### src/rtl/wisc_pkg.sv
// Shared definitions for the WISC fetch front end: PC width, reset vector
// and the fetch sequencer state encoding.
package wisc_pkg;

   localparam int unsigned PC_W = 16;
   localparam logic [PC_W-1:0] RESET_PC = 16'h0000;

   typedef enum logic [1:0] {
      RUN  = 2'd0,
      WAIT = 2'd1,
      HALT = 2'd2
   } pc_seq_state_t;

endpackage

### src/rtl/pc_seq_perf_cnt.sv
// Saturating up-counter with enable, used for fetch performance statistics.
module pc_seq_perf_cnt
   import wisc_pkg::*;
#(
   parameter int unsigned W = PC_W
) (
   input  logic         clk,
   input  logic         rst,
   input  logic         en,
   output logic [W-1:0] cnt
);

   always_ff @(posedge clk) begin
      if (rst)
         cnt <= '0;
      else if (en && (cnt != '1))
         cnt <= cnt + W'(1);
   end

endmodule

### src/rtl/pc_sequencer.sv
// Fetch PC sequencer: redirect/stall/wait/halt handling for instruction fetch.
// Optional performance counters are built when PC_SEQ_PERF_CNT_EN is defined.
module pc_sequencer
   import wisc_pkg::*;
(
   input  logic            clk,
   input  logic            rst,
   input  logic            stall,
   input  logic            redirect_valid,
   input  logic [PC_W-1:0] redirect_pc,
   input  logic            halt_dec,
   input  logic            imem_rdy,
   output logic [PC_W-1:0] pc,
   output logic [PC_W-1:0] pc_plus2,
   output logic            imem_req,
   output logic            if_valid,
   output logic            if_id_flush,
   output logic            halted
`ifdef PC_SEQ_PERF_CNT_EN
   ,
   output logic [PC_W-1:0] br_taken_cnt,
   output logic [PC_W-1:0] stall_cnt
`endif
);

   pc_seq_state_t   state_q, state_d;
   logic [PC_W-1:0] pc_d;
   logic            drop_q, drop_d;
   logic [PC_W-1:0] target;

   assign target   = {redirect_pc[PC_W-1:1], 1'b0};
   assign pc_plus2 = pc + PC_W'(2);

   always_ff @(posedge clk) begin
      if (rst) begin
         state_q <= RUN;
         pc      <= RESET_PC;
         drop_q  <= 1'b0;
      end else begin
         state_q <= state_d;
         pc      <= pc_d;
         drop_q  <= drop_d;
      end
   end

   // Next PC priority: redirect > stall > memory not ready > halt > sequential.
   always_comb begin
      state_d     = state_q;
      pc_d        = pc;
      drop_d      = drop_q;
      imem_req    = 1'b0;
      if_valid    = 1'b0;
      if_id_flush = 1'b0;
      halted      = 1'b0;
      case (state_q)
         RUN, WAIT: begin
            imem_req = 1'b1;
            if (redirect_valid) begin
               pc_d        = target;
               if_id_flush = 1'b1;
               // A fetch for the old PC is still in flight; discard its beat.
               if (state_q == WAIT)
                  drop_d = 1'b1;
            end else if (stall) begin
               pc_d = pc;
            end else if (!imem_rdy) begin
               state_d = WAIT;
            end else if ((state_q == WAIT) && drop_q) begin
               drop_d = 1'b0;
            end else begin
               if_valid = 1'b1;
               if (halt_dec) begin
                  state_d = HALT;
               end else begin
                  state_d = RUN;
                  pc_d    = pc_plus2;
               end
            end
         end
         HALT: begin
            halted = 1'b1;
         end
         default: begin
            state_d = RUN;
         end
      endcase
      if (rst) begin
         if_valid    = 1'b0;
         if_id_flush = 1'b0;
      end
   end

`ifdef PC_SEQ_PERF_CNT_EN
   logic active;
   assign active = (state_q != HALT);

   pc_seq_perf_cnt #(.W(PC_W)) u_br_cnt (
      .clk (clk),
      .rst (rst),
      .en  (active && redirect_valid),
      .cnt (br_taken_cnt)
   );

   pc_seq_perf_cnt #(.W(PC_W)) u_stall_cnt (
      .clk (clk),
      .rst (rst),
      .en  (active && stall),
      .cnt (stall_cnt)
   );
`else
   // Default build carries no performance counters.
`endif

endmodule
### config.mk
export PLATFORM = sky130hd
export DESIGN_NAME = pc_sequencer
export DESIGN_NICKNAME = d
export VERILOG_FILES = /design/src/rtl/wisc_pkg.sv /design/src/rtl/pc_seq_perf_cnt.sv /design/src/rtl/pc_sequencer.sv
export SDC_FILE = /design/constraint.sdc
export NUM_CORES = 1
export LEC_CHECK = 0
export BUFFER_PORTS_ARGS = -buffer_cell sky130_fd_sc_hd__buf_2
export CORE_ASPECT_RATIO = 1.1
export CORE_MARGIN = 2
export CORE_UTILIZATION = 30
export DETAILED_ROUTE_END_ITERATION = 8
export PLACE_DENSITY_LB_ADDON = 0.15
export SYNTH_ARGS = -nofsm -noshare
export SYNTH_HDL_FRONTEND = slang
export SYNTH_SLANG_ARGS = --single-unit
### constraint.sdc
create_clock -name clk -period 1.7 [get_ports clk]
set_input_delay 0.17 -clock clk [delete_from_list [all_inputs] [get_ports clk]]
set_output_delay 0.17 -clock clk [all_outputs]
set_load 0.02 [all_outputs]
==> summary.md, run 1 <==
| Metric | Value |
|---|---|
| Num rows | `26` |
| Minimum clock period | `1.71 ns` |
| Fmax | `583 MHz` |
| Multi-input logic area | `0.00102 mm2` |
| Async S/R FF share, synth | `0%` |
| Core area | `0.00459 mm2` |
| CTS clk-pin slew, worst paths | `0.08 ns` |
| Root Driver | `clkbuf_8` |
| Gp weighted congestion | `0.756` |
| HP Class | `input pin to flip-flop` |
| CTS Buf Count | `3` |
| Worst Reg-to-Reg Cells | `4` |
| Largest net degree at the start of global routing | `18` |
| Synthesized flop and latch total | `18` |
| Sequential power share | `40.0%` |
| Worst-Skew Late Latency | `0.26 ns` |
| WHS Path Cells | `2` |
| Final Instance Area | `0.00204 mm2` |
| CP endpoint | `pc_plus2[6]` |
| First-pass GRT wire length | `7100 um` |
| DRT Wirelength | `4280 um` |
| Violated checks | `setup timing` |
| Post-synth top area share | `25.5%` |
| Final HPWL DP | `3280 um` |
| Area grow syn2layout | `44.5%` |
| Die W | `69.5 um` |
| Synth cell count leaders | `dfxtp_1, nand2_1, a21oi_1, nor2_1` |
| Worst EP arrival | `1.54 ns` |
| Initial drt markers | `47` |
| Register cell area after layout | `379 um2` |
| CP required | `1.53 ns` |
| Vias per cell | `5.04` |
| Io pins | `58` |
| Post-synthesis sequential area ratio | `25.5%` |
| Cell with the most instances after synthesis | `dfxtp_1` |
| NumNets Final | `270` |
| CTS sink cnt | `18` |
| CTS max path bufs | `2` |
| Ant. Diodes | `0` |
| Antenna violations before repair | `0` |
| Most used DFF post-synth | `dfxtp_1` |
| Crit path launch type | `flip-flop` |
| Number of flops mapped to enable cells by yosys | `0` |
| Path type of the worst setup path | `flip-flop to primary output` |
| Layout cells sized above 1 | `47.3%` |
| Vias | `1517` |
| Synth area leader | `dfxtp_1` |
| Outcome | `complete, but fails checks` |
| Setup crit end kind | `primary output` |
| Initial Util | `30.8%` |
| Top cells by area, synth | `dfxtp_1, a21oi_1, xnor2_1` |
| Final setup margin | `-0.0138 ns` |
| Setup Viol. Count Final | `2` |
| Tot GR Track Use | `16.3%` |
| Routed length per instance | `14.2 um` |
| Clock network fraction of total power | `25.5%` |
| Mapped Cells | `173` |
| Reg-to-reg endpoint | `pc[15]` |
| Crit Reg-Reg Startpoint | `state_q[1]` |
| Yosys warning count | `0` |
| Grt ovf | `0` |
| CTS tree | `yes` |
| H-tree depth reported by CTS | `1` |
| Final non-filler cell total | `301` |
| Comb pwr share | `34.5%` |
| Post-Syn Area | `0.00141 mm2` |
| Placed insts | `290` |
| Psw | `0.435 mW` |
| Port-buffer cells | `54` |
| Layout fillers | `471` |
| Unique masters post-synth | `54` |
| Pwr dens | `599 mW/mm2` |
| Sw frac | `35.5%` |
| VDD IR-drop max | `355 uV` |
| Antenna-violating nets left | `0` |
| Placed Area | `0.00186 mm2` |
| Vias in the first global route | `1434` |
| Final Hold Viols | `0` |
| DRC violations left | `0` |
| Die height | `76 um` |
| Fin crit share | `101%` |
| Pre-Repair DR Iteration Count | `4` |
| Crit path launch | `pc[3]` |
| Max Slew Vio Count | `0` |
| R2r setup slk | `0.12 ns` |
| CTS hold repair buffers | `0` |
| Max cap viols | `0` |
| Post-Syn Area per Cell | `8.17 um2` |
| Internal | `0.789 mW` |
| Die area | `0.00528 mm2` |
| Clock Skews | `0.00901 ns` |
| Crit path max fanout | `7` |
| RSZ-0062 raised after global routing | `true` |
| Pleak | `0.929 nW` |
-- worst min-delay path by stage --
stage                     startpoint          to  slack, ns
final                            rst  state_q[0]       0.23
after global routing             rst      drop_q       0.23
after CTS                        rst      drop_q       0.22
after detailed placement         rst      drop_q       0.48
after global placement           rst      drop_q       0.49
after floorplan             imem_rdy  state_q[1]       0.37
-- final cells by class --
cell class                 count  share of cell area (%)
sequential                    18                    18.6
multi-input combinational    136                    49.8
tap                           56                    3.43
inverter                       3                   0.551
clock buffer                   3                    2.02
timing repair buffer          85                    25.7
-- state kept, by name (all words and copies together) (netlist names) --
name,count
state_q,2
drop_q,1
pc,15
-- critical path, cell delays in order (launching register included) --
cell and delay (ns):
dfxtp_2 0.41, buf_4 0.16, nand3_1 0.21, nor2_1 0.18, xor2_1 0.15, buf_2 0.18
-- cell usage in the layout (no fill, tap or decap), drive strengths merged, types with 2 or more instances in the layout --
master | Yosys | final
a211oi | 5 | 5
a21oi | 13 | 13
a22oi | 3 | 3
a41oi | 2 | 2
and2 | 2 | 2
and3 | 2 | 2
buf | 12 | 85
clkbuf | 5 | 3
conb | 1 | 2
dfxtp | 18 | 18
inv | 3 | 3
mux2i | 4 | 4
nand2 | 14 | 14
nand2b | 3 | 3
nand3 | 8 | 8
nand4 | 4 | 4
nor2 | 13 | 13
nor2b | 3 | 3
nor3 | 7 | 7
nor3b | 2 | 2
nor4 | 4 | 4
o21ai | 7 | 7
o22ai | 3 | 3
o41ai | 2 | 2
or3 | 2 | 2
xnor2 | 7 | 7
xor2 | 7 | 7
-- layer usage --
metal | share of wire, % | vias up | track usage (%)
met3 | 5.4 | 2 | 2.91
met2 | 47 | 42 | 27.4
met5 | 0 | - | 0
met4 | 0.44 | 0 | 2.55
li1 | - | 777 | -
met1 | 47 | 696 | 22.2
-- kinds of logic after synthesis --
logic type / count (synthesis) / share of synthesized area (%)
buffers and inverters: 20 / 8.94
flip-flops: 18 / 25.5
multiplexers: 4 / 2.83
adder cells (fa/ha/maj): 1 / 0.885
AND/OR/NAND/NOR: 70 / 30.9
XOR/XNOR: 14 / 8.67
AO/OA/AOI/OAI: 45 / 22.0
other: 1 / 0.265
-- stage by stage --
stage	hold slack (ns)	power (mW)	util, %	setup WS (ns)	TNS, ns
CTS	0.222	1.23	43.2	-0.0176	-0.0295
detailed placement	0.485	0.904	40.6	0.0904	0
global route	0.227	1.30	44.5	-0.103	-0.342
finish	0.227	1.22	44.5	-0.0138	-0.0184
global placement	0.488	0.904	40.6	0.111	0
floorplan	0.371	0.758	-	-0.00690	-0.00690
-- power groups by stage --
stage          Combinational, mW  Sequential (mW)  Clock [mW]
6_report                   0.422            0.489       0.312
5_1_grt                    0.461            0.495       0.340
4_1_cts                    0.417            0.490       0.321
3_5_place_dp               0.406            0.499           0
3_3_place_gp               0.405            0.500           0
2_1_floorplan              0.232            0.526           0
-- what timing repair did --
| item | in CTS | in global routing |
|---|---|---|
| endpoints found under the hold margin | 0 | 0 |
| pin swaps | 4 | 5 |
| setup buffers | 2 | 6 |
| resized for setup | 18 | 5 |
| endpoints found under the setup margin | 7 | 9 |
| gates cloned | 0 | 0 |
Note: power is estimated with default switching activity, not from simulation.
==> run 2, diff against run 1 <==
--- a/config.mk
+++ b/config.mk
@@ -6,6 +6,7 @@
 export NUM_CORES = 1
 export LEC_CHECK = 0
 export BUFFER_PORTS_ARGS = -buffer_cell sky130_fd_sc_hd__buf_2
+export CAP_MARGIN = 20
 export CORE_ASPECT_RATIO = 1.1
 export CORE_MARGIN = 2
 export CORE_UTILIZATION = 30
@@ -14,3 +15,4 @@
 export SYNTH_ARGS = -nofsm -noshare
 export SYNTH_HDL_FRONTEND = slang
 export SYNTH_SLANG_ARGS = --single-unit
+export TNS_END_PERCENT = 5
==> run 2 against run 1 <==
- the run still ends with setup timing left
- final cell count fell by 1.7%
- worst setup slack worse by 0.013 ns
- critical path depth down 1
- core utilization fell by 1.1 points
- first-iteration DRC count rose by 8.5%
- via count shrank 1.6%
- clock skew increased by 0.0013 ns
- worst hold slack improved by 0.0011 ns
- fmax is 0.73% lower
- routed wire length fell by 1.3%
- sequential share of layout area is 0.45 points higher
- largest cell class unchanged
- largest power group unchanged
==> summary.md, run 2 (synthesized netlist as in run 1, its figures left out) <==
| Metric | Value |
|---|---|
| Outcome | `complete, but fails checks (unchanged)` |
| Violated checks | `setup timing (unchanged)` |
| Crit path launch | `pc[4] (was pc[3])` |
| Port-buffer cells | `54 (unchanged)` |
| Hold_ws | `0.228 ns (was 0.227 ns)` |
| HP Class | `input pin to flip-flop (unchanged)` |
| CTS max path bufs | `2 (unchanged)` |
| Die area | `0.00528 mm2 (unchanged)` |
| Grt ovf | `0 (unchanged)` |
| Area grow syn2layout | `41.1% (was 44.5%)` |
| Pre-Repair DR Iteration Count | `4 (unchanged)` |
| Vias per cell | `5.04 (about the same)` |
| Reg-to-reg endpoint | `pc[14] (was pc[15])` |
| RSZ-0062 raised after global routing | `true (unchanged)` |
| Initial drt markers | `51 (was 47)` |
| Pwr dens | `612 mW/mm2 (was 599 mW/mm2)` |
| DRC violations left | `0 (unchanged)` |
| Crit Reg-Reg Startpoint | `pc[2] (was state_q[1])` |
| Gp weighted congestion | `0.756 (unchanged)` |
| Core area | `0.00459 mm2 (unchanged)` |
| Crit path max fanout | `7 (unchanged)` |
| Vias in the first global route | `1417 (was 1434)` |
| Antenna violations before repair | `0 (unchanged)` |
| Commonest non-fill, non-tap cell in the layout | `buf_2 (unchanged)` |
| Max cap viols | `0 (unchanged)` |
| Dpl ws | `0.0904 ns (unchanged)` |
| Final setup margin | `-0.0264 ns (was -0.0138 ns)` |
| Largest net degree at the start of global routing | `18 (unchanged)` |
| Layout cells sized above 1 | `45.8% (was 47.3%)` |
| Top reg by flops | `pc (unchanged)` |
| Root Driver | `clkbuf_8 (unchanged)` |
| Finished Core Util | `43.5% (was 44.5%)` |
| R2r setup slk | `0.09 ns (was 0.12 ns)` |
| CTS clk-pin slew, worst paths | `0.08 ns (about the same)` |
| CTS sink cnt | `18 (unchanged)` |
| VDD IR-drop max | `352 uV (was 355 uV)` |
| Biggest regs | `pc: 15 flops, state_q: 2 flops, drop_q: 1 flops (unchanged)` |
| First-pass GRT wire length | `7070 um (was 7100 um)` |
| Antenna-violating nets left | `0 (unchanged)` |
| Setup TNS | `-0.0526 ns (was -0.0184 ns)` |
| Initial Util | `30.8% (unchanged)` |
| CP endpoint | `pc_plus2[15] (was pc_plus2[6])` |
| Final HPWL DP | `3280 um (unchanged)` |
| Most frequent cells in the layout | `buf_2, buf_4, nand2_1, a21oi_1 (unchanged)` |
| Num rows | `26 (unchanged)` |
| CTS Buf Count | `3 (unchanged)` |
| Minimum clock period | `1.73 ns (was 1.71 ns)` |
| Clock Skews | `0.0103 ns (was 0.00901 ns)` |
| Worst-Skew Late Latency | `0.26 ns (about the same)` |
| Die height | `76 um (unchanged)` |
| Routed length per instance | `14.3 um (was 14.2 um)` |
| Setup crit end kind | `primary output (unchanged)` |
| Io pins | `58 (unchanged)` |
| Die W | `69.5 um (unchanged)` |
| CTS tree | `yes (unchanged)` |
| Overall power | `1.22 mW (about the same)` |
| DRT Wirelength | `4220 um (was 4280 um)` |
| Worst Reg-to-Reg Cells | `6 (was 4)` |
| H-tree depth reported by CTS | `1 (unchanged)` |
| Fmax | `579 MHz (was 583 MHz)` |
| NumNets Final | `265 (was 270)` |
| Worst EP arrival | `1.56 ns (was 1.54 ns)` |
| Number of flip-flops in the largest register | `15 (unchanged)` |
| Path type of the worst setup path | `flip-flop to primary output (unchanged)` |
| Ant. Diodes | `0 (unchanged)` |
| Vias | `1492 (was 1517)` |
| Pleak | `0.905 nW (was 0.929 nW)` |
| Fin crit share | `102% (was 101%)` |
| CP required | `1.53 ns (about the same)` |
| Setup Viol. Count Final | `2 (unchanged)` |
| Tot GR Track Use | `16.2% (was 16.3%)` |
| Final Hold Viols | `0 (unchanged)` |
| Max Slew Vio Count | `0 (unchanged)` |
| Crit path launch type | `flip-flop (unchanged)` |
[run 2: changes by cell type in the layout (fill, tap and decap cells not counted), sizes merged]
| cell | before | now |
|---|---|---|
| buf | 85 | 80 |
[run 2: what timing repair did]
item / 4_1_cts / 5_1_grt
pin swaps: 3 / 6
gates resized for setup: 15 / 5
hold buffers: 0 / 0
setup endpoints to repair: 7 / 9
setup buffers: 0 / 3
[run 2: area by class of cell]
cell class / instances / area (um2)
Clock buffer: 3 / 41.3
Fill cell: 476 / 2590
Inverter: 3 / 11.3
Multi-Input combinational cell: 136 / 1010
Sequential cell: 18 / 379
Tap cell: 56 / 70.1
Timing Repair Buffer: 80 / 480
[run 2: stage by stage]
step	cells	cell area [um2]
final	296	1990
after global routing	296	1990
after CTS	293	1950
after detailed placement	290	1860
after global placement	290	1860
after floorplan	174	1470
[run 2: worst min path at each step]
stage	depth (start not counted)	startpoint	slack (ns)	end
finish	2	rst	0.23	state_q[0]
floorplan	2	imem_rdy	0.37	state_q[1]
global route	2	rst	0.23	drop_q
global placement	2	rst	0.49	drop_q
detailed placement	2	rst	0.48	drop_q
CTS	2	rst	0.22	drop_q
[run 2: worst max-delay path, cell delays in order (launching register included)]
cell     delay [ns]
dfxtp_4        0.39
nand4_4        0.21
nor4_4         0.36
xor2_2         0.18
buf_4          0.16
[run 2: routing by layer]
layer  GRT usage (%)  share of wire, %
met1            22.3                48
met2            27.1                47
met4            2.35              0.47
met5               0                 0
met3            2.91               4.3
[run 2: report_power, final]
part           internal (mW)  switching (mW)
registers              0.450          0.0399
logic                  0.179           0.240
clock network          0.158           0.153
total                  0.787           0.433
